## config.mk

```make
export PLATFORM = sky130hd
export DESIGN_NAME = hamming_frame_decoder
export DESIGN_NICKNAME = d
export VERILOG_FILES = /design/src/rtl/hamming_frame_decoder.sv
export SDC_FILE = /design/constraint.sdc
export NUM_CORES = 1
export LEC_CHECK = 0
export ABC_AREA = 1
export BUFFER_PORTS_ARGS = -buffer_cell sky130_fd_sc_hd__buf_4
export CAP_MARGIN = 20
export CORE_MARGIN = 2
export CORE_UTILIZATION = 60
export CTS_CLUSTER_DIAMETER = 50
export CTS_CLUSTER_SIZE = 12
export DETAILED_ROUTE_END_ITERATION = 16
export PLACE_DENSITY_LB_ADDON = 0.15
export SKIP_CTS_REPAIR_TIMING = 1
export SLEW_MARGIN = 10
export SYNTH_ARGS = -nofsm -noshare
export SYNTH_HDL_FRONTEND = slang
export SYNTH_SLANG_ARGS = --single-unit
```

## constraint.sdc

```tcl
create_clock -name clk -period 3.7 [get_ports clk]
set_clock_uncertainty 0.05 [all_clocks]
set_input_delay 0.37 -clock clk [delete_from_list [all_inputs] [get_ports clk]]
set_output_delay 0.37 -clock clk [all_outputs]
set_load 0.02 [all_outputs]
```

## src/rtl/hamming_frame_decoder.sv

```systemverilog
// Hamming(7,4) receive decoder: corrects single-bit errors, gathers six nibbles
// into a frame, and replays each frame as a gapless 6-cycle burst.
module hamming_frame_decoder #(
  parameter int CNT_W = 16
) (
  input  logic             clk,
  input  logic             reset,
  input  logic [6:0]       code_in,
  input  logic             code_valid,
  input  logic             frame_start,
  output logic [3:0]       out,
  output logic             enable,
  output logic             busy,
  output logic             corrected,
  output logic             sync_err,
  output logic [CNT_W-1:0] err_count
);
  typedef enum logic {IDLE, EMIT} state_t;

  state_t             state_q, state_d;
  logic [2:0]         widx_q, widx_d;
  logic [2:0]         ridx_q, ridx_d;
  logic [5:0][3:0]    slot_q, slot_d;
  logic [5:0][3:0]    outbuf_q, outbuf_d;
  logic [3:0]         out_q, out_d;
  logic               enable_q, enable_d;
  logic               busy_q, busy_d;
  logic               corrected_q, corrected_d;
  logic               sync_err_q, sync_err_d;
  logic [CNT_W-1:0]   cnt_q, cnt_d;

  logic [2:0]         syn;
  logic [6:0]         fixed;
  logic [3:0]         nib;
  logic [3:0]         rd_nib;
  logic               done;

  always_comb begin
    syn[0] = code_in[0] ^ code_in[2] ^ code_in[4] ^ code_in[6];
    syn[1] = code_in[1] ^ code_in[2] ^ code_in[5] ^ code_in[6];
    syn[2] = code_in[3] ^ code_in[4] ^ code_in[5] ^ code_in[6];
    fixed  = code_in;
    for (int i = 0; i < 7; i++)
      if (syn == 3'(i + 1)) fixed[i] = ~code_in[i];
    nib = {fixed[2], fixed[4], fixed[5], fixed[6]};
  end

  // Assembly buffer, error counter and per-codeword status pulses.
  always_comb begin
    widx_d      = widx_q;
    slot_d      = slot_q;
    outbuf_d    = outbuf_q;
    cnt_d       = cnt_q;
    corrected_d = 1'b0;
    sync_err_d  = 1'b0;
    done        = 1'b0;
    if (code_valid) begin
      corrected_d = |syn;
      if (|syn && !(&cnt_q)) cnt_d = cnt_q + 1'b1;
      if (frame_start) begin
        sync_err_d = (widx_q != 3'd0);
        slot_d[0]  = nib;
        widx_d     = 3'd1;
      end else begin
        for (int i = 0; i < 6; i++)
          if (widx_q == 3'(i)) slot_d[i] = nib;
        if (widx_q == 3'd5) begin
          widx_d = 3'd0;
          done   = 1'b1;
        end else begin
          widx_d = widx_q + 3'd1;
        end
      end
    end
    if (done) outbuf_d = slot_d;
  end

  // Burst FSM; a completing frame always (re)starts at nibble 0.
  always_comb begin
    state_d  = state_q;
    ridx_d   = ridx_q;
    out_d    = out_q;
    enable_d = 1'b0;
    busy_d   = 1'b0;
    rd_nib   = outbuf_q[0];
    for (int i = 0; i < 6; i++)
      if (ridx_q == 3'(i)) rd_nib = outbuf_q[i];
    case (state_q)
      EMIT: begin
        out_d    = rd_nib;
        enable_d = (ridx_q == 3'd0);
        busy_d   = 1'b1;
        if (ridx_q == 3'd5) begin
          state_d = IDLE;
          ridx_d  = 3'd0;
        end else begin
          ridx_d = ridx_q + 3'd1;
        end
      end
      default: ;
    endcase
    if (done) begin
      state_d = EMIT;
      ridx_d  = 3'd0;
    end
  end

  always_ff @(posedge clk or negedge reset) begin
    if (!reset) begin
      state_q     <= IDLE;
      widx_q      <= '0;
      ridx_q      <= '0;
      slot_q      <= '0;
      outbuf_q    <= '0;
      out_q       <= '0;
      enable_q    <= 1'b0;
      busy_q      <= 1'b0;
      corrected_q <= 1'b0;
      sync_err_q  <= 1'b0;
      cnt_q       <= '0;
    end else begin
      state_q     <= state_d;
      widx_q      <= widx_d;
      ridx_q      <= ridx_d;
      slot_q      <= slot_d;
      outbuf_q    <= outbuf_d;
      out_q       <= out_d;
      enable_q    <= enable_d;
      busy_q      <= busy_d;
      corrected_q <= corrected_d;
      sync_err_q  <= sync_err_d;
      cnt_q       <= cnt_d;
    end
  end

  assign out       = out_q;
  assign enable    = enable_q;
  assign busy      = busy_q;
  assign corrected = corrected_q;
  assign sync_err  = sync_err_q;
  assign err_count = cnt_q;
endmodule

```

==> reports/summary.txt <==
Seq cells post-synth: 75
Post-Syn Area: 3910 um^2
Mapped Cells: 488
total iterations of the first detailed-routing run: 4
antenna violations before repair: 0
via count: 3253
Starting Density: 62.0%
maximum vdd ir drop: 0.443 mV
Layout area overhead: 14.0%
WP data required: 3.90 ns
max-cap violations: 0
Leakage: 2.26 nW
RePlAce Congestion: 0.892
syn_nets: 502
Critical Path End Type: flip-flop
total gr overflow: 0
commonest non-fill, non-tap cell in the layout: nand2_1
detailed placement HPWL: 6070 um
DRC violations left: 0
final instance area: 4460 um^2
sequential element share of the synthesized area: 48.0%
worst path bufs/invs: 3
Final Hold Viols: 0
multi-input logic area: 1800 um^2
Max-slew headroom: 38.7%
core box area: 6310 um^2
status: complete, no violations
Die Span X: 84.7 um
Via density: 5.37
first-pass GRT wire length: 14300 um
WL/cell: 14.0 um
clk_lat worst skew: 0.34 ns
placed insts: 590
PwrDens: 709 nW/um^2
cell family contributing the most delay on the critical path: simple AND/OR/NAND/NOR gates
Worst Hold Class: in -> async
root buf cell: clkbuf_8
RSZ-0062 raised after global routing: false
layout cells sized above 1: 18.3%
largest net degree at the start of global routing: 76
final setup TNS: 0 ns
gr usage total: 25.0%
Final Setup Violations: 0
initial DRC count: 189
WL final: 8500 um
crit share post-route: 55.5%
antenna-violating nets left: 0
DIE AREA: 7180 um^2
cts bufs inserted: 9
antenna fix cells: 0
count of different cell masters after synthesis: 36
critical path type: reg -> reg
Layout Cells excl Fill: 606
FF/Latch Area: 1880 um^2
worst-path cell chain: inv_2 > nor2_2 > inv_1 > nor2_1 > nand2_2 > inv_2 > nand3_1 > o21ai_0
vias in the first global route: 3131
Max clock buf depth: 2
Yosys warning count: 0
critical path data arrival time: 2.26 ns
CTS clk-pin slew, worst paths: 0.09 ns
Crit path top cell by count: inv_2
row cnt: 29
Setup crit start kind: flip-flop
delay of the slowest cell on the worst path: 0.47 ns
CTS H-tree depth: 3
CP Max Fanout: 27
I/O pin count: 35
CTS tree: built
clock sink total: 75
worst hold slack: 0.105 ns
post-layout min period: 2.05 ns
Final nets: 538
I/O Buffers: 34
slew at the pin closest to its max-slew limit: 0.919 ns
most frequent cells in the layout: nand2_1, dfrtp_1, nand3_1
syn avg cell area: 8.01 um^2
Cell Area, Placed: 4210 um^2
CP max stage cell: dfrtp_1
# fillers: 524
fmax: 487 MHz
die height: 84.7 um
Slew Viols, Final: 0
[kinds of logic after synthesis]
family | synth area share [%]
compound gates | 6.94
fa+ha+maj | 0.960
flops | 48.0
xor+xnor | 3.36
simple gates | 34.7
buf+inv | 6.01
[registers in the layout, summed over array words and instances, names as in the netlist]
signal and count:
corrected 1, state_q 1, widx_q 3, outbuf_q 24, ridx_q 3, err_count 16, busy 1, slot_q 20
out 4, enable 1, sync_err 1
[worst paths after layout]
kind | start | to | slack (ns) | cells past startpoint
max | widx_q[0] | outbuf_q[20] | 1.65 | 8
min | reset | slot_q[16] | 0.11 | 1
min in group clk | frame_start | sync_err | 0.25 | 3
min reg2reg | outbuf_q[8] | outbuf_q[8] | 0.44 | 2
max reg2reg | widx_q[0] | outbuf_q[20] | 1.65 | 8
max in group asynchronous | reset | slot_q[10] | 2.90 | 1
[routing by layer]
layer	track usage, %	part of all wire, %
met2	42.3	49
met3	3.64	3.6
met5	0	0
met1	33.1	46
met4	8.95	1.6
[layout make-up]
| cell class | instances | share of cell area [%] |
|---|---|---|
| sequential | 75 | 42.1 |
| timing repair buffer | 34 | 5.72 |
| clock inverter | 6 | 2.50 |
| tap | 77 | 2.16 |
| clock buffer | 10 | 3.09 |
| multi-input combinational | 355 | 40.3 |
| inverter | 49 | 4.12 |
[where the power goes]
part           switching, mW  total (mW)  internal (mW)
combinational          0.623        1.06          0.433
sequential             0.206        1.32           1.12
clock                  0.314       0.782          0.468
total                   1.14        3.16           2.02
[metrics by stage]
step           total power, mW  setup WS [ns]  utilization [%]
5_1_grt                   3.37           1.42             70.7
3_5_place_dp              2.39           1.72             66.7
6_report                  3.16           1.65             70.7
4_1_cts                   3.17           1.68             70.7
2_1_floorplan             2.05           2.01                -
3_3_place_gp              2.34           1.82             66.7
[synthesized netlist by cell type (all sizes together)]
| master | n | area, um^2 |
|---|---|---|
| a21boi | 3 | 22.5 |
| a21oi | 6 | 30.0 |
| and2 | 14 | 95.1 |
| buf | 5 | 36.3 |
| clkbuf | 4 | 15.0 |
| dfrtp | 75 | 1880 |
| ha | 3 | 37.5 |
| inv | 49 | 184 |
| nand2 | 155 | 602 |
| nand3 | 51 | 265 |
| nand3b | 1 | 7.51 |
| nand4 | 12 | 75.1 |
| nor2 | 37 | 161 |
| nor3 | 6 | 46.3 |
| nor4 | 1 | 6.26 |
| o211ai | 3 | 22.5 |
| o21ai | 28 | 163 |
| o221ai | 1 | 8.76 |
| o31ai | 1 | 7.51 |
| o32ai | 2 | 17.5 |
| or2 | 16 | 100 |
| xnor2 | 7 | 61.3 |
| xor2 | 8 | 70.1 |
Power figures use the tool's default switching activity.
